===== src/rtl/arya_pkg.sv =====
// Shared constants and types for the data-memory arbitration slice.
package arya_pkg;

    localparam int unsigned DATAPATH_WIDTH = 64;
    localparam int unsigned MEM_ADDR_WIDTH = 10;
    localparam int unsigned DATA_MEM_START = 512;

    typedef enum logic [1:0] {
        ARB_IDLE  = 2'd0,
        ARB_GRANT = 2'd1,
        ARB_RESP  = 2'd2
    } arb_state_t;

endpackage


===== src/rtl/dmem_port_arbiter_if.sv =====
// Core-side request bus and memory-side port of the data-memory arbiter.
interface dmem_port_arbiter_if #(
    parameter int unsigned NUM_CORES      = 4,
    parameter int unsigned DATAPATH_WIDTH = arya_pkg::DATAPATH_WIDTH,
    parameter int unsigned MEM_ADDR_WIDTH = arya_pkg::MEM_ADDR_WIDTH
);

    logic [NUM_CORES-1:0]                req;
    logic [NUM_CORES-1:0]                req_we;
    logic [NUM_CORES*MEM_ADDR_WIDTH-1:0] req_addr;
    logic [NUM_CORES*DATAPATH_WIDTH-1:0] req_wdata;
    logic [NUM_CORES-1:0]                ack;
    logic [NUM_CORES-1:0]                stall;
    logic [DATAPATH_WIDTH-1:0]           rdata;

    logic                                mem_en;
    logic                                mem_we;
    logic [MEM_ADDR_WIDTH-1:0]           mem_addr;
    logic [DATAPATH_WIDTH-1:0]           mem_wdata;
    logic [DATAPATH_WIDTH-1:0]           mem_rdata;

    modport slave (
        input  req, req_we, req_addr, req_wdata, mem_rdata,
        output ack, stall, rdata, mem_en, mem_we, mem_addr, mem_wdata
    );

    modport master (
        output req, req_we, req_addr, req_wdata, mem_rdata,
        input  ack, stall, rdata, mem_en, mem_we, mem_addr, mem_wdata
    );

endinterface


===== src/rtl/rr_priority_pick.sv =====
// Combinational round-robin picker: first set request at or after ptr, wrapping.
module rr_priority_pick #(
    parameter int unsigned NUM_CORES = 4,
    localparam int unsigned IDX_W    = $clog2(NUM_CORES)
) (
    input  logic [NUM_CORES-1:0] req,
    input  logic [IDX_W-1:0]     ptr,
    output logic                 valid,
    output logic [IDX_W-1:0]     winner
);

    always_comb begin
        logic [IDX_W:0] sum;
        valid  = 1'b0;
        winner = '0;
        sum    = '0;
        for (int unsigned i = 0; i < NUM_CORES; i++) begin
            // ptr < NUM_CORES, so a single subtraction wraps the search index
            sum = {1'b0, ptr} + (IDX_W+1)'(i);
            if (sum >= (IDX_W+1)'(NUM_CORES))
                sum = sum - (IDX_W+1)'(NUM_CORES);
            if (!valid && req[sum[IDX_W-1:0]]) begin
                valid  = 1'b1;
                winner = sum[IDX_W-1:0];
            end
        end
    end

endmodule


===== src/rtl/dmem_port_arbiter.sv =====
// Round-robin arbiter sharing one synchronous data-memory port among NUM_CORES cores.
// Each access is GRANT (drive memory) followed by RESP (ack + read data).
module dmem_port_arbiter #(
    parameter int unsigned NUM_CORES      = 4,
    parameter int unsigned DATAPATH_WIDTH = arya_pkg::DATAPATH_WIDTH,
    parameter int unsigned MEM_ADDR_WIDTH = arya_pkg::MEM_ADDR_WIDTH
) (
    input  logic               clk,
    input  logic               reset,
    dmem_port_arbiter_if.slave bus
);

    import arya_pkg::*;

    localparam int unsigned IDX_W = $clog2(NUM_CORES);

    arb_state_t                state_q, state_d;
    logic [IDX_W-1:0]          owner_q, owner_d;
    logic [IDX_W-1:0]          rr_ptr_q, rr_ptr_d;
    logic                      mem_en_q, mem_en_d;
    logic                      mem_we_q, mem_we_d;
    logic [MEM_ADDR_WIDTH-1:0] mem_addr_q, mem_addr_d;
    logic [DATAPATH_WIDTH-1:0] mem_wdata_q, mem_wdata_d;

    logic [NUM_CORES-1:0]      owner_oh;
    logic [NUM_CORES-1:0]      pick_mask;
    logic [NUM_CORES-1:0]      ack;
    logic                      pick_valid;
    logic [IDX_W-1:0]          pick_idx;

    always_comb begin
        owner_oh           = '0;
        owner_oh[owner_q]  = 1'b1;
    end

    // In RESP the owner's req is still high but already being served.
    assign pick_mask = (state_q == ARB_RESP) ? (bus.req & ~owner_oh) : bus.req;

    rr_priority_pick #(
        .NUM_CORES (NUM_CORES)
    ) u_pick (
        .req    (pick_mask),
        .ptr    (rr_ptr_q),
        .valid  (pick_valid),
        .winner (pick_idx)
    );

    always_comb begin
        state_d     = state_q;
        owner_d     = owner_q;
        rr_ptr_d    = rr_ptr_q;
        mem_en_d    = 1'b0;
        mem_we_d    = 1'b0;
        mem_addr_d  = mem_addr_q;
        mem_wdata_d = mem_wdata_q;
        case (state_q)
            ARB_IDLE, ARB_RESP: begin
                if (pick_valid) begin
                    state_d     = ARB_GRANT;
                    owner_d     = pick_idx;
                    rr_ptr_d    = (pick_idx == IDX_W'(NUM_CORES - 1)) ? '0 : pick_idx + 1'b1;
                    mem_en_d    = 1'b1;
                    mem_we_d    = bus.req_we[pick_idx];
                    mem_addr_d  = bus.req_addr[pick_idx*MEM_ADDR_WIDTH +: MEM_ADDR_WIDTH];
                    mem_wdata_d = bus.req_wdata[pick_idx*DATAPATH_WIDTH +: DATAPATH_WIDTH];
                end else begin
                    state_d = ARB_IDLE;
                end
            end
            ARB_GRANT: state_d = ARB_RESP;
            default:   state_d = ARB_IDLE;
        endcase
    end

    always_ff @(posedge clk or posedge reset) begin
        if (reset) begin
            state_q     <= ARB_IDLE;
            owner_q     <= '0;
            rr_ptr_q    <= '0;
            mem_en_q    <= 1'b0;
            mem_we_q    <= 1'b0;
            mem_addr_q  <= '0;
            mem_wdata_q <= '0;
        end else begin
            state_q     <= state_d;
            owner_q     <= owner_d;
            rr_ptr_q    <= rr_ptr_d;
            mem_en_q    <= mem_en_d;
            mem_we_q    <= mem_we_d;
            mem_addr_q  <= mem_addr_d;
            mem_wdata_q <= mem_wdata_d;
        end
    end

    assign ack           = (state_q == ARB_RESP) ? owner_oh : '0;
    assign bus.ack       = ack;
    assign bus.stall     = bus.req & ~ack;
    assign bus.rdata     = (state_q == ARB_RESP) ? bus.mem_rdata : '0;
    assign bus.mem_en    = mem_en_q;
    assign bus.mem_we    = mem_we_q;
    assign bus.mem_addr  = mem_addr_q;
    assign bus.mem_wdata = mem_wdata_q;

endmodule


===== src/flat_wrapper.sv =====
// flat-port wrapper written by rule: the top's interface ports become plain ports
module dmem_port_arbiter_flat import arya_pkg::*;
#(
    parameter int unsigned NUM_CORES      = 4,
    parameter int unsigned DATAPATH_WIDTH = arya_pkg::DATAPATH_WIDTH,
    parameter int unsigned MEM_ADDR_WIDTH = arya_pkg::MEM_ADDR_WIDTH
)
  (clk, reset, bus_req, bus_req_we, bus_req_addr, bus_req_wdata, bus_mem_rdata, bus_ack, bus_stall, bus_rdata, bus_mem_en, bus_mem_we, bus_mem_addr, bus_mem_wdata);
  dmem_port_arbiter_if #(.NUM_CORES(NUM_CORES), .DATAPATH_WIDTH(DATAPATH_WIDTH), .MEM_ADDR_WIDTH(MEM_ADDR_WIDTH)) bus_i ();
  input  logic clk;
  input  logic reset;
  input wire logic [$bits(bus_i.req)-1:0] bus_req;
  input wire logic [$bits(bus_i.req_we)-1:0] bus_req_we;
  input wire logic [$bits(bus_i.req_addr)-1:0] bus_req_addr;
  input wire logic [$bits(bus_i.req_wdata)-1:0] bus_req_wdata;
  input wire logic [$bits(bus_i.mem_rdata)-1:0] bus_mem_rdata;
  output wire logic [$bits(bus_i.ack)-1:0] bus_ack;
  output wire logic [$bits(bus_i.stall)-1:0] bus_stall;
  output wire logic [$bits(bus_i.rdata)-1:0] bus_rdata;
  output wire logic [$bits(bus_i.mem_en)-1:0] bus_mem_en;
  output wire logic [$bits(bus_i.mem_we)-1:0] bus_mem_we;
  output wire logic [$bits(bus_i.mem_addr)-1:0] bus_mem_addr;
  output wire logic [$bits(bus_i.mem_wdata)-1:0] bus_mem_wdata;
  assign bus_i.req = bus_req;
  assign bus_i.req_we = bus_req_we;
  assign bus_i.req_addr = bus_req_addr;
  assign bus_i.req_wdata = bus_req_wdata;
  assign bus_i.mem_rdata = bus_mem_rdata;
  assign bus_ack = bus_i.ack;
  assign bus_stall = bus_i.stall;
  assign bus_rdata = bus_i.rdata;
  assign bus_mem_en = bus_i.mem_en;
  assign bus_mem_we = bus_i.mem_we;
  assign bus_mem_addr = bus_i.mem_addr;
  assign bus_mem_wdata = bus_i.mem_wdata;
  dmem_port_arbiter #(.NUM_CORES(NUM_CORES), .DATAPATH_WIDTH(DATAPATH_WIDTH), .MEM_ADDR_WIDTH(MEM_ADDR_WIDTH)) u_core (.clk(clk), .reset(reset), .bus(bus_i));
endmodule

===== config.mk =====
export PLATFORM = sky130hd
export DESIGN_NAME = dmem_port_arbiter_flat
export DESIGN_NICKNAME = d
export VERILOG_FILES = /design/src/rtl/arya_pkg.sv /design/src/rtl/dmem_port_arbiter_if.sv /design/src/rtl/rr_priority_pick.sv /design/src/rtl/dmem_port_arbiter.sv /design/src/flat_wrapper.sv
export SDC_FILE = /design/constraint.sdc
export NUM_CORES = 1
export LEC_CHECK = 0
export BUFFER_PORTS_ARGS = -buffer_cell sky130_fd_sc_hd__buf_2
export CAP_MARGIN = 25
export CORE_AREA = 10 10 191 193
export CTS_BUF_LIST = sky130_fd_sc_hd__clkbuf_4 sky130_fd_sc_hd__clkbuf_8
export DETAILED_ROUTE_END_ITERATION = 7
export DIE_AREA = 0 0 201 203
export HOLD_SLACK_MARGIN = 0.08
export MAX_ROUTING_LAYER = met4
export PLACE_DENSITY = 0.44
export SLEW_MARGIN = 20
export SYNTH_ARGS = -nofsm -noshare
export SYNTH_HDL_FRONTEND = slang
export SYNTH_SLANG_ARGS = --single-unit

===== constraint.sdc =====
create_clock -name clk -period 2.8 [get_ports clk]
set_input_delay 0.42 -clock clk [delete_from_list [all_inputs] [get_ports clk]]
set_output_delay 0.42 -clock clk [all_outputs]
set_load 0.03 [all_outputs]

======== After elaboration in Yosys (flattened, before gate mapping) ========
Cells that the tools add are included.
operators by class
  add/subtract/negate cells ............... 8
  multiply operators ...................... 1
  $lt $le $gt $ge ......................... 11
  equality and inequality tests ........... 3
  shift operators ......................... 2
  multiplexer cells ....................... 34
  bitwise operators ....................... 4
  reductions and logical operators ........ 10
operator list
  cell                                                               count
  variable part select 256 x 9 -> 64 bit                             1
  2-to-1 mux 64 bit                                                  1
  variable part select 40 x 7 -> 10 bit                              1
  < comparator 2 x 3 -> 1 bit, second input constant                 6
  2-to-1 mux 2 bit                                                   9
  2-to-1 mux 1 bit                                                   15
  binary-select mux 1 bit (select 2 bit)                             5
  greater-or-equal comparator 3 bit, second input constant           3
  bitwise AND 4 bit                                                  2
  2-to-1 mux 4 bit                                                   2
  NOT 4 bit                                                          2
  subtractor 2 x 1 -> 2 bit, second input constant                   4
  adder 2 x 2 -> 3 bit, second input constant                        2
  multiplier 2 x 3 -> 5 bit, second input constant                   1
  == test 2 bit, second input constant                               2
  logical AND 1 bit                                                  4
  one-hot mux 2 bit (2 select lines)                                 1
  adder 2 x 1 -> 3 bit, second input constant                        1
  greater-or-equal comparator 2 x 3 -> 1 bit, second input constant  1
  zero test 1 bit                                                    3
  adder 2 x 1 -> 2 bit, second input constant                        1
  demux 1 bit (select 2 bit)                                         1
  == test 2 x 1 -> 1 bit, second input constant                      1
  greater-or-equal comparator 2 x 1 -> 1 bit, second input constant  1
  other kinds (3)                                                    3
storage, ports and cells
  flip-flop bits (word level) ............. 82
  input port bits ......................... 370
  output and inout bits ................... 148
  logic and storage cells ................. 80

======== Logic depth before layout (Yosys ltp) ========
Gate-level depths: netlist of run 1.
  depth in word-level cells ............... 23
  depth in mapped cells ................... 9
  depth with buffers taken out ............ 7

======== Hierarchy ========
From an unflattened synthesis of run 1, not the netlist that was laid out.
second synthesis, totals
  cells, all modules ...................... 369
  area total of the unflattened synthesis .. 5509.0 µm²
by module, submodules not included
  module             times used  cells an instance  area an instance (µm²)
  dmem_port_arbiter  1           354                5431.5
  rr_priority_pick   1           15                 77.6

======== Least setup slack after synthesis of run 1 ========
No wires, ideal clock.
  path type ............................... reg-to-reg
  from .................................... reg u_core.state_q[0]
  to ...................................... reg u_core.mem_addr_q[1] (netlist: u_core.bus.mem_addr[1])
  setup time .............................. 0.151 ns
  arrival ................................. 2.434 ns
  path slack .............................. 0.216 ns
  cell stages (with the launch flop) ...... 9
  buffers on the path ..................... 2
  cell sequence ........................... dfrtp_1 -> nor4b_4 -> o22ai_1 -> a221oi_4 -> nand2_1 -> buf_4 -> buf_6 -> a211oi_1 -> a211oi_2
on the way
  word-level cells in the longest chain between the ends .. 16
RTL lines
  what                                    RTL line                                          text
  from (decl)                             dmem_port_arbiter.sv:17                           arb_state_t state_q, state_d;
  from (signal assigned)                  dmem_port_arbiter.sv:85                           state_q <= state_d;
  == test 2 bit                           dmem_port_arbiter.sv:37, dmem_port_arbiter.sv:56
  2-to-1 mux 4 bit                        dmem_port_arbiter.sv:37                           assign pick_mask = (state_q == ARB_RESP) ? (bus.req & ~owner_oh) : bus.req;
  binary-select mux 1 bit (select 2 bit)  rr_priority_pick.sv:22                            if (!valid && req[sum[IDX_W-1:0]]) begin
  2-to-1 mux 1 bit (implied by the code)  rr_priority_pick.sv:22
  2-to-1 mux 1 bit                        rr_priority_pick.sv:22
  zero test 1 bit                         rr_priority_pick.sv:22
  logical AND 1 bit                       rr_priority_pick.sv:22
  2-to-1 mux 1 bit                        rr_priority_pick.sv:22
  zero test 1 bit                         rr_priority_pick.sv:22
  logical AND 1 bit                       rr_priority_pick.sv:22
  2-to-1 mux 1 bit                        rr_priority_pick.sv:22
  zero test 1 bit                         rr_priority_pick.sv:22
  logical AND 1 bit                       rr_priority_pick.sv:22
  2-to-1 mux 2 bit                        rr_priority_pick.sv:22
  multiplier 2 x 3 -> 5 bit               dmem_port_arbiter.sv:64                           mem_addr_d = bus.req_addr[pick_idx*MEM_ADDR_WIDTH +: MEM_ADDR_WIDTH];
  variable part select 40 x 7 -> 10 bit   dmem_port_arbiter.sv:64
  to (signal assigned)                    dmem_port_arbiter.sv:90                           mem_addr_q <= mem_addr_d;
  to (decl)                               dmem_port_arbiter.sv:22                           logic [MEM_ADDR_WIDTH-1:0] mem_addr_q, mem_addr_d;
Parallel ways exist; a longest one is shown, timed or not. The select of a mux whose other input is x is not followed.
A chain may end at the register's enable or synchronous reset.

======== Final worst setup path of run 1 ========
  from .................................... reg u_core.owner_q[1]
  to ...................................... reg u_core.mem_addr_q[9] (netlist: u_core.bus.mem_addr[9])
on the way
  word-level cells in the longest chain between the ends .. 21
RTL lines
  what                                                                                                                    RTL line                 text
  from (decl)                                                                                                             dmem_port_arbiter.sv:18  logic [IDX_W-1:0] owner_q, owner_d;
  from (signal assigned)                                                                                                  dmem_port_arbiter.sv:86  owner_q <= owner_d;
  < comparator 2 x 3 -> 1 bit (implied by the code) / greater-or-equal comparator 2 x 1 -> 1 bit (equally long branches)  dmem_port_arbiter.sv:33  owner_oh[owner_q] = 1'b1;
  logical AND 1 bit (implied by the code)                                                                                 dmem_port_arbiter.sv:33
  2-to-1 mux 1 bit (implied by the code)                                                                                  dmem_port_arbiter.sv:33
  demux 1 bit (select 2 bit) *                                                                                            --
  NOT 4 bit *                                                                                                             dmem_port_arbiter.sv:37
  bitwise AND 4 bit *                                                                                                     dmem_port_arbiter.sv:37
  2-to-1 mux 4 bit *                                                                                                      dmem_port_arbiter.sv:37
  binary-select mux 1 bit (select 2 bit)                                                                                  rr_priority_pick.sv:22
  [5 not listed]                                                                                                          --
  zero test 1 bit                                                                                                         rr_priority_pick.sv:22
  logical AND 1 bit                                                                                                       rr_priority_pick.sv:22
  2-to-1 mux 1 bit                                                                                                        rr_priority_pick.sv:22
  zero test 1 bit                                                                                                         rr_priority_pick.sv:22
  logical AND 1 bit                                                                                                       rr_priority_pick.sv:22
  2-to-1 mux 2 bit                                                                                                        rr_priority_pick.sv:22
  multiplier 2 x 3 -> 5 bit                                                                                               dmem_port_arbiter.sv:64
  variable part select 40 x 7 -> 10 bit                                                                                   dmem_port_arbiter.sv:64
Mark *: on every way between the ends. The rest lies on a longest branch, timed or not. The select of a mux whose other input is x is not followed.

==> impl_results.md, run 1 <==
* Post-route ant nets at 0
* Worst stage delay on the critical path at 0.49 ns
* Simple-Gate Fraction of Synth Area at 0.203
* Critical-path maximum fanout at 26
* Pin count of the biggest net entering global routing at 77
* I/O Buffers at 517
* Clock latency at the later pin of the worst-skew pair at 0.39 ns
* Max Root-Sink Buffers at 2
* DR pass1 iterations at 5
* Fraction of layout cells with a size suffix above 1 at 0.616
* Drt wl/cell at 21.5 um
* Total grt overflow at 0
* Yosys reg bits at 81
* Post-route DRC violation count at 0
* Worst-margin pin slew at 0.489 ns
* Seq/Total Area, Yosys at 0.317
* Fmax at 385 MHz
* Required @ worst endpoint at 3.06 ns
* Post-synthesis compound-gate area fraction at 0.288
* Synthesized area at 6400 um2
* Post-Synth Adder-Cell Area at 0
* Fin. max-slew vios at 0
* CP most frequent cell: a211oi_2
* CTS buffer count at 9
* H-tree depth at 3
* Initial Util at 0.197
* Core area at 32500 um2
* Mean area per synthesized cell at 10.2 um2
* Hpwl dp at 27.4 mm
* TritonCTS clock tree: yes
* Cell family with the largest share of critical-path delay: simple AND/OR/NAND/NOR gates
* Initial antenna violation count at 6
* First-pass GRT wire length at 49.1 mm
* Final hold vios at 0
* Worst r2r dst: u_core.bus.mem_addr[9]
* Crit path cell chain: nor4b_4 -> nor3_1 -> o32ai_4 -> nand2_8 -> buf_12 -> buf_4 -> a211oi_2 -> a211oi_2
* Max VDD drop at 0.325 mV
* Worst setup SP type: register
* Routed wire length at 33.8 mm
* Filler Cell Count at 3491
* Vert. Die Dim at 203 um
* Most common cell after layout, fill and taps aside: buf_2
* CTS root buf: clkbuf_8
* Final Skew at 0.0114 ns
* DP Cell Count at 1549
* Die X at 201 um
* Reg-to-reg slack, setup at 0.20 ns
* Initial drt markers at 173
* Layout area overhead at 52.5%
* Clk pin slew, worst setup/hold paths at 0.10 ns
* Count of different cell masters after synthesis at 40
* Power consumption at 0.0108 W
* Finish-stage setup viols at 0
* Total number of vias at 6894
* Reg2reg path depth at 8
* Number of I/O pins at 518
* CP Capture Type: register
* Period utilization at 0.928
* Min-delay src: bus_req_wdata[88]
* Reg2reg start: u_core.owner_q[1]
* DR vias/cell at 4.38
* Setup TNS at 0 ns
* Clock Sink Count at 81
* Status: completed
* Crit path buf inv count at 2
* Max-cap viol count at 0
* Post-route insts no fill at 1573
* Slowest cell on the critical path: o32ai_4
* Crit path capture: u_core.bus.mem_addr[9]
* Syn Inst Count at 627
* RSZ-0062 raised after global routing: false
* Vias in the first global route at 7540
* Resized Gates After CTS at 0
* Post-Synth XOR/XNOR Area at 0.00137
* Hold Crit Class: in -> reg
* Core Util, Final at 0.300
* Data arrival, critical path at 2.86 ns
* Total Nets Final at 1489
* Post-layout min period at 2.60 ns
* Crit path kind: reg -> reg
* Crit path depth at 8
* Net count after synthesis at 997
* Static Leak at 4.98 nW
* All-Layer GR Usage at 0.162
* Critical Path Start: u_core.owner_q[1]
* Final Wtd Congestion at 0.843
* Worst slew margin at 0.674
* # rows at 66
* Commonest cells after routing, fill and taps aside: buf_2 (517), a211oi_2 (117), dfrtp_1 (81)
* Largest family of logic cells by synthesized area: compound AO/OA/AOI/OAI gates
* Synth warn at 0
* Mux cell area share after synthesis at 0.119
* Pwr per Cell Area at 1100 nW/um2
* Die area at 40800 um2
synth_stat cells:
library cell / count / area share
a211oi_2: 117 / 0.23
dfrtp_1: 81 / 0.32
nor2_1: 76 / 0.045
and3_1: 74 / 0.072
mux2i_1: 74 / 0.12
and2_1: 65 / 0.064
a211oi_1: 33 / 0.039
clkbuf_1: 30 / 0.018
buf_4: 15 / 0.018
buf_2: 9 / 0.0070
inv_1: 9 / 0.0053
nand2_1: 6 / 0.0035
buf_12: 4 / 0.013
buf_6: 3 / 0.0053
a21oi_1: 2 / 0.0016
buf_8: 2 / 0.0047
inv_2: 2 / 0.0012
nor2b_1: 2 / 0.0020
o21ai_1: 2 / 0.0016
a21o_1: 1 / 0.0012
a221oi_4: 1 / 0.0041
a22oi_1: 1 / 0.0012
a31o_2: 1 / 0.0014
and4bb_4: 1 / 0.0025
mux4_2: 1 / 0.0035
nand2_4: 1 / 0.0018
nand2b_1: 1 / 0.00098
nand2b_4: 1 / 0.0022
nand4b_1: 1 / 0.0014
nand4bb_1: 1 / 0.0018
nor2_2: 1 / 0.00098
nor3_1: 1 / 0.00078
nor4b_4: 1 / 0.0037
o21ai_2: 1 / 0.0014
o22ai_1: 1 / 0.00098
o31ai_1: 1 / 0.0012
o32ai_1: 1 / 0.0014
o32ai_4: 1 / 0.0043
or3b_2: 1 / 0.0014
xor2_1: 1 / 0.0014
tightest hold or removal path: cells and delay by family:
kind                   cells  cell delay, ns
multiplexers               1            0.12
buffers and inverters      1            0.09
AO/OA/AOI/OAI              1            0.09
final cells by class:
class | count | area (um2) | share of cell area
Sequential cell | 81 | 2030 | 0.208
Clock inverter | 6 | 91.3 | 0.00937
Timing Repair Buffer | 544 | 2940 | 0.302
Tap cell | 442 | 553 | 0.0567
Clock buffer | 10 | 131 | 0.0135
Multi-Input combinational cell | 472 | 3950 | 0.405
Inverter | 11 | 43.8 | 0.00449
Antenna cell | 7 | 17.5 | 0.00180
registers in the layout, indices dropped and copies added, names as in the netlist:
| name | flops |
|---|---|
| u_core.bus.mem_we | 1 |
| u_core.bus.mem_addr | 10 |
| u_core.rr_ptr_q | 2 |
| u_core.state_q | 2 |
| u_core.bus.mem_wdata | 64 |
| u_core.owner_q | 2 |
worst min path at each step:
stage                     slack [ns]                        to  cells past startpoint
after detailed placement        0.44  u_core.bus.mem_wdata[33]                      2
after floorplan                 0.48         u_core.state_q[1]                      1
after CTS                       0.33  u_core.bus.mem_wdata[21]                      3
final                           0.36  u_core.bus.mem_wdata[24]                      3
after global routing            0.35  u_core.bus.mem_wdata[20]                      3
after global placement          0.44  u_core.bus.mem_wdata[33]                      2
routing by layer:
layer,share of wire,GRT usage
met5,0,-
met3,0.075,0.0494
met4,0.012,0.0395
met2,0.51,0.280
met1,0.41,0.179
repair_timing:
item | in CTS | in global routing
endpoints found under the setup margin | 0 | 0
hold buffers | 1 | 0
setup buffers | 0 | 0
hold endpoints to repair | 21 | 0
per-stage QoR:
stage	hold slack [ns]	instance area, um2	worst slack, ns
finish	0.357	9750	0.202
global route	0.350	9750	0.0268
CTS	0.326	9730	0.199
detailed placement	0.441	9500	0.206
global placement	0.435	9500	0.218
floorplan	0.478	6400	0.216
cell families after synthesis:
logic type / Yosys count
DFF: 81
muxes: 75
buffers and inverters: 74
xor gates and xnor gates: 1
AOI/OAI and AO/OA: 163
and+or+nand+nor: 233
report_power, final:
| part | total, W | switching (W) | internal [W] |
|---|---|---|---|
| clock network | 0.00103 | 0.000511 | 0.000518 |
| logic | 0.00761 | 0.00488 | 0.00274 |
| registers | 0.00212 | 0.000343 | 0.00177 |
Note: power is estimated with default switching activity, not from simulation.
==> run 2: changes to the inputs <==
CORE_AREA = 10 10 194 196   (was 10 10 191 193)
DIE_AREA = 0 0 204 206   (was 0 0 201 203)
PLACE_DENSITY = 0.5   (was 0.44)
SYNTH_HIERARCHICAL = 1   (was not set)
==> run 2 against run 1 <==
Net effect: critical path depth did not move; wire length down 21%; highest routed layer unchanged; clock power shrank 4%; setup slack lost 0.14 ns; area after synthesis shrank 14%; global-route usage is 3.8 points lower; synthesized cell count is 41% lower; sequential share of layout area is 1.2 points higher; sequential power rose by 2%.
==> impl_results.md, run 2 <==
* Synth warn at 6 (+6)
* CTS root buf: clkbuf_8
* Routed wire length at 26.7 mm (-21%)
* Pwr per Cell Area at 1120 nW/um2 (+1.6%)
* Die area at 42000 um2 (+3.0%)
* Net count after synthesis at 740 (-26%)
* Required @ worst endpoint at 3.06 ns (about the same)
* Clock latency at the later pin of the worst-skew pair at 0.38 ns (about the same)
* Data arrival, critical path at 3.00 ns (+0.14 ns)
* Post-route insts no fill at 1375 (-13%)
* TritonCTS clock tree: yes
* Mean area per synthesized cell at 14.9 um2 (+46%)
* DR vias/cell at 3.97 (-9.5%)
* Final hold vios at 0 (unchanged)
* Count of different cell masters after synthesis at 26 (-35%)
* Worst slew margin at 0.474 (-0.200)
* Post-layout min period at 2.74 ns (+0.140 ns)
* Pin count of the biggest net entering global routing at 67 (-13%)
* All-Layer GR Usage at 0.124 (-0.0380)
* Hold_ws at 0.144 ns (-0.213 ns)
* Core area at 33900 um2 (+4.6%)
* Setup TNS at 0 ns (unchanged)
* Drt wl/cell at 19.4 um (-9.8%)
* Crit path kind: reg -> reg
* Int Power at 0.00573 W (+14%)
* Reg2reg start: u_core/state_q[0]
* H-tree depth at 3 (unchanged)
* Worst-margin pin slew at 0.789 ns (+0.301 ns)
* Sw frac at 0.446 (-0.0870)
* Clock power share at 0.095 (about the same)
* Top-count cell post-synth: dfrtp_1
* Combinational share of power at 0.695 (-0.013)
* RSZ-0062 raised after global routing: true
* Fraction of layout cells with a size suffix above 1 at 0.815 (+0.200)
* Top cells by area, synth: dfrtp_1 (37%), mux4_2 (31%), mux2_2 (12%)
* Area share of the largest cell type after synthesis at 0.368 (+0.0510)
* Initial drt markers at 154 (-11%)
* Hpwl dp at 22.9 mm (-17%)
* Finish-stage setup viols at 0 (unchanged)
* Dpl ws at 0.0252 ns (-0.181 ns)
* Most common cell after layout, fill and taps aside: buf_2
* Largest area contributor in the netlist: dfrtp_1
* Syn Inst Count at 369 (-41%)
* Total number of vias at 5456 (-21%)
* Max reg flops at 64 (unchanged)
* Final Wtd Congestion at 0.875 (+3.8%)
* Synthesized area at 5510 um2 (-14%)
* Vert. Die Dim at 206 um (+1.5%)
* Critical-path maximum fanout at 14 (-46%)
* Commonest cells after routing, fill and taps aside: buf_2 (517), dfrtp_1 (79), mux4_2 (75)
* CP Capture Type: register
* Total Nets Final at 1282 (-14%)
* DR pass1 iterations at 4 (-1)
* Flop pwr share at 0.210 (+0.013)
* I/O Buffers at 517 (unchanged)
* Initial Util at 0.162 (-0.0348)
* Critical Path Start: u_core/state_q[0]
* Clk pin slew, worst setup/hold paths at 0.09 ns (about the same)
* Main flop type after synthesis: dfrtp_1
* # rows at 68 (+3.0%)
* Number of I/O pins at 518 (unchanged)
* DP Cell Count at 1342 (-13%)
* Yosys reg bits at 81 (unchanged)
* Switching power at 0.00461 W (-20%)
* Vias in the first global route at 6355 (-16%)
* Initial antenna violation count at 5 (-1)
* Hold buffer count at CTS at 0 (-1)
* Worst setup SP type: register
* Max-cap viol count at 0 (unchanged)
* Most common library cells after synthesis: dfrtp_1 (81), mux4_2 (75), and2_1 (65), mux2_2 (58), mux2_4 (20)
* Number of synthesized flops with an enable pin at 0 (unchanged)
* Die X at 204 um (+1.5%)
* Max VDD drop at 0.436 mV (+34%)
* Setup ws final at 0.0615 ns (-0.140 ns)
* Max Root-Sink Buffers at 2 (unchanged)
* Post-route DRC violation count at 0 (unchanged)
* Static Leak at 4.63 nW (-7.1%)
* Post-route ant nets at 0 (unchanged)
* Seq/Total Area, Yosys at 0.368 (+0.0510)
* CTS buffer count at 9 (unchanged)
* Final Skew at 0.0203 ns (+0.00896 ns)
* Clock Sink Count at 81 (unchanged)
* Hold Crit Class: in -> async
* Layout area overhead at 67.5%
* Period utilization at 0.978 (+0.0501)
* Total grt overflow at 0 (unchanged)
* First-pass GRT wire length at 38.6 mm (-22%)
* Synth async-reset ratio at 1.00 (unchanged)
* Status: completed
* Fin. max-slew vios at 0 (unchanged)
* Fmax at 365 MHz (-5.1%)
==> run 2: path summary, 6_finish.rpt <==
path	endpoint	slack [ns]	cells after the start
max in group asynchronous	u_core/bus.mem_addr[9]	1.93	3
worst min-delay path	u_core/bus.mem_wdata[24]	0.14	2
min in group clk	u_core/bus.mem_wdata[17]	0.48	3
worst max register to register	u_core/bus.mem_wdata[19]	0.06	8
worst max-delay path	u_core/bus.mem_wdata[19]	0.06	8
worst min register to register	u_core/state_q[1]	0.50	1
==> run 2: routing by layer <==
| metal | GRT usage | part of all wire | up-vias |
|---|---|---|---|
| met2 | 0.204 | 0.50 | 310 |
| met3 | 0.0466 | 0.096 | 20 |
| met1 | 0.138 | 0.39 | 2612 |
| met5 | - | 0 | - |
| met4 | 0.0368 | 0.017 | 0 |
| li1 | - | - | 2514 |
==> run 2: cells by family (layout without fill, tap and decap cells) <==
family / count (synthesis) / after routing / synth area share
multiplexers: 153 / 153 / 0.480
flip-flops: 81 / 81 / 0.368
AND/OR/NAND/NOR: 81 / 81 / 0.0920
buffers and inverters: 42 / 588 / 0.0447
AO/OA/AOI/OAI: 11 / 11 / 0.0134
adder cells (fa/ha/maj): 1 / 1 / 0.00227
other: 0 / 5 / 0
==> run 2: final cells by class <==
cell class,count,area (um2)
fillers,3592,24700
well taps,455,569
inverters,7,27.5
flip-flops and latches,81,2030
diodes,5,12.5
multi-input cells,246,3300
clock inverters,5,81.3
repair buffers,566,3070
clock buffers,10,131
==> run 2: worst max-delay path, stage by stage (launching register included) <==
cell      delay (ns)
dfrtp_2         0.45
nand2b_1        0.17
o31a_1          0.29
a221o_1         0.35
a21oi_4         0.23
buf_12          0.19
buf_12          0.16
mux4_2          0.50
mux2_4          0.27
==> run 2: what timing repair did <==
action / CTS / global route
setup buffers: 0 / 13
resized for setup: 0 / 4
endpoints found under the setup margin: 0 / 62
==> run 2: metrics by stage <==
step	power, W	instance area (um2)	utilization
floorplan	0.00714	5560	-
global placement	0.00927	8890	0.262
detailed placement	0.00933	8890	0.262
CTS	0.0104	9110	0.268
global route	0.0110	9230	0.272
finish	0.0103	9230	0.272
==> run 2: power groups by stage <==
stage | Sequential [W] | Clock [W] | Combinational, W
2_1_floorplan | 0.00326 | 0 | 0.00388
3_3_place_gp | 0.00219 | 0 | 0.00709
3_5_place_dp | 0.00219 | 0 | 0.00715
4_1_cts | 0.00218 | 0.00105 | 0.00715
5_1_grt | 0.00226 | 0.00109 | 0.00767
6_report | 0.00217 | 0.000985 | 0.00719
==> run 3: changes to the inputs <==
--- a/config.mk
+++ b/config.mk
@@ -10,4 +10,5 @@
 export CORE_AREA = 10 10 194 196
 export CTS_BUF_LIST = sky130_fd_sc_hd__clkbuf_4 sky130_fd_sc_hd__clkbuf_8
+export CTS_CLUSTER_SIZE = 20
 export DETAILED_ROUTE_END_ITERATION = 7
 export DIE_AREA = 0 0 204 206
==> constraint.sdc (replaced) <==
create_clock -name clk -period 3.3 [get_ports clk]
set_input_delay 0.165 -clock clk [delete_from_list [all_inputs] [get_ports clk]]
set_output_delay 0.165 -clock clk [all_outputs]
set_load 0.03 [all_outputs]
==> run 3 against run 2 <==
Net effect: sequential power down 14%; cell area fell by 4.1%; combinational power down 23%; critical path depth unchanged; maximum frequency down 8.6%; via count down 3.4%; final cell count shrank 3.1%; die area did not move; register-to-register slack better by 0.24 ns; power decreased by 21%; clock-buffer cell count grew 1; hold slack better by 0.069 ns.
==> impl_results.md, run 3 (synthesis gave the netlist of run 2 again) <==
* Drt wl/cell at 18.9 um (-2.2%)
* Critical-path maximum fanout at 41 (+27)
* Worst hold path endpoint: u_core/bus.mem_wdata[56]
* Required @ worst endpoint at 3.57 ns (+0.51 ns)
* Total grt overflow at 0 (unchanged)
* Die area at 42000 um2 (unchanged)
* I/O Buffers at 517 (unchanged)
* Hold_ws at 0.212 ns (+0.0689 ns)
* Status: completed
* Max reg flops at 64 (unchanged)
* Ant. Diodes at 0 (-5)
* Initial drt markers at 222 (+44%)
* Vert. Die Dim at 206 um (unchanged)
* Finish-stage setup viols at 0 (unchanged)
* Fmax at 334 MHz (-8.6%)
* Resized Gates After CTS at 0 (unchanged)
* First-pass GRT wire length at 36.5 mm (-5.2%)
* Most common cell after layout, fill and taps aside: buf_2
* CP Capture Type: register
* Multi-input logic area at 3300 um2 (-0.15%)
* Final Wtd Congestion at 0.840 (-3.9%)
* Worst-margin pin slew at 0.723 ns (-0.0660 ns)
* Fraction of layout cells with a size suffix above 1 at 0.802 (-0.0137)
* Static Leak at 4.40 nW (-4.8%)
* TritonCTS clock tree: yes
* CTS buffer count at 9 (unchanged)
* Total number of vias at 5273 (-3.4%)
* Die X at 204 um (unchanged)
* Period utilization at 0.908 (-0.0697)
* All-Layer GR Usage at 0.116 (-0.00762)
* Hold Crit Class: in -> reg
* Reg2reg path depth at 8 (unchanged)
* Max-cap viol count at 0 (unchanged)
* Core area at 33900 um2 (unchanged)
* Initial antenna violation count at 0 (-5)
* Routed wire length at 25.2 mm (-5.3%)
* Min-delay src: bus_req_wdata[56]
* Post-route DRC violation count at 0 (unchanged)
* Total Nets Final at 1243 (-3.0%)
* Hold Path Stages at 3
* Initial Util at 0.162 (unchanged)
* Post-route ant nets at 0 (unchanged)
* # rows at 68 (unchanged)
* Final Skew at 0.0233 ns (+0.00296 ns)
* Vias in the first global route at 6266 (-1.4%)
* Filler Cell Count at 3570 (-0.61%)
* DR pass1 iterations at 4 (unchanged)
* Crit path kind: reg -> reg
* Reg2reg start: u_core/owner_q[0]
* H-tree depth at 3 (unchanged)
* Layout area overhead at 60.5%
* DR vias/cell at 3.96 (-0.23%)
* Max VDD drop at 0.490 mV (+12%)
* Post-layout min period at 3.00 ns (+0.259 ns)
* Fin. max-slew vios at 0 (unchanged)
* Clk pin slew, worst setup/hold paths at 0.11 ns (+0.02 ns)
* Commonest cells after routing, fill and taps aside: buf_2 (517), dfrtp_1 (81), mux4_2 (75)
* Clock latency at the later pin of the worst-skew pair at 0.39 ns (about the same)
* Hpwl dp at 21.5 mm (-6.1%)
* Hold buffer count at CTS at 1 (+1)
* Worst setup SP type: register
* RSZ-0062 raised after global routing: false
* Reg area at 2030 um2 (-0.12%)
* Number of I/O pins at 518 (unchanged)
* Worst slew margin at 0.518 (+0.0440)
* Max Root-Sink Buffers at 2 (unchanged)
* CTS root buf: clkbuf_8
* Postcts setup bufs at 0 (unchanged)
* Final hold vios at 0 (unchanged)
* Worst r2r dst: u_core/bus.mem_wdata[37]
* Pin count of the biggest net entering global routing at 67 (unchanged)
* Pwr per Cell Area at 929 nW/um2 (-17%)
* Reg-to-reg slack, setup at 0.30 ns (+0.24 ns)
* Clock Sink Count at 81 (unchanged)
* Setup TNS at 0 ns (unchanged)
* Data arrival, critical path at 3.26 ns (+0.26 ns)
==> run 3: worst max path at each step <==
stage / startpoint / endpoint / slack, ns / cells past startpoint
2_1_floorplan: u_core/state_q[0] / u_core/bus.mem_addr[0] / 0.16 / 8
3_3_place_gp: u_core/owner_q[0] / u_core/bus.mem_wdata[42] / 0.39 / 8
3_5_place_dp: u_core/owner_q[0] / u_core/bus.mem_wdata[37] / 0.34 / 8
4_1_cts: u_core/owner_q[0] / u_core/bus.mem_wdata[37] / 0.31 / 8
5_1_grt: u_core/owner_q[0] / u_core/bus.mem_wdata[37] / 0.17 / 8
6_report: u_core/owner_q[0] / u_core/bus.mem_wdata[37] / 0.30 / 8
==> run 3: report_power, final <==
group | internal [W] | switching (W)
Combinational | 0.00251 | 0.00303
Sequential | 0.00153 | 0.000338
Clock | 0.000384 | 0.000431
==> run 3: area by class of cell <==
| class | instances | area share |
|---|---|---|
| clock buffers | 11 | 0.0164 |
| clock inverters | 5 | 0.00707 |
| inverters | 7 | 0.00311 |
| multi-input cells | 246 | 0.373 |
| flip-flops and latches | 81 | 0.229 |
| well taps | 455 | 0.0644 |
| repair buffers | 527 | 0.307 |
==> run 3: stage by stage <==
stage / power (W) / utilization / setup slack, ns / instance area [um2] / std cells
floorplan: 0.00603 / - / 0.156 / 5540 / 369
global placement: 0.00747 / 0.254 / 0.391 / 8610 / 1314
detailed placement: 0.00751 / 0.254 / 0.336 / 8610 / 1314
CTS: 0.00838 / 0.260 / 0.310 / 8820 / 1331
global route: 0.00876 / 0.261 / 0.166 / 8840 / 1332
finish: 0.00821 / 0.261 / 0.302 / 8840 / 1332
==> run 3: critical path, cell delays in order, from the launching register on <==
cell and delay, ns:
dfrtp_1 0.50, nor4bb_4 0.22, nor2b_1 0.25, inv_1 0.10
a221o_1 0.40, a21oi_4 0.23, buf_12 0.28, mux4_2 0.56
mux2_2 0.27
==> run 3: layer usage <==
| layer | up-vias | part of all wire | wire length (um) | global-route usage |
|---|---|---|---|---|
| met1 | 2531 | 0.40 | 10100 | 0.130 |
| li1 | 2413 | - | - | - |
| met5 | - | 0 | 0 | - |
| met4 | 0 | 0.014 | 361 | 0.0331 |
| met3 | 20 | 0.081 | 2040 | 0.0359 |
| met2 | 309 | 0.50 | 12700 | 0.197 |
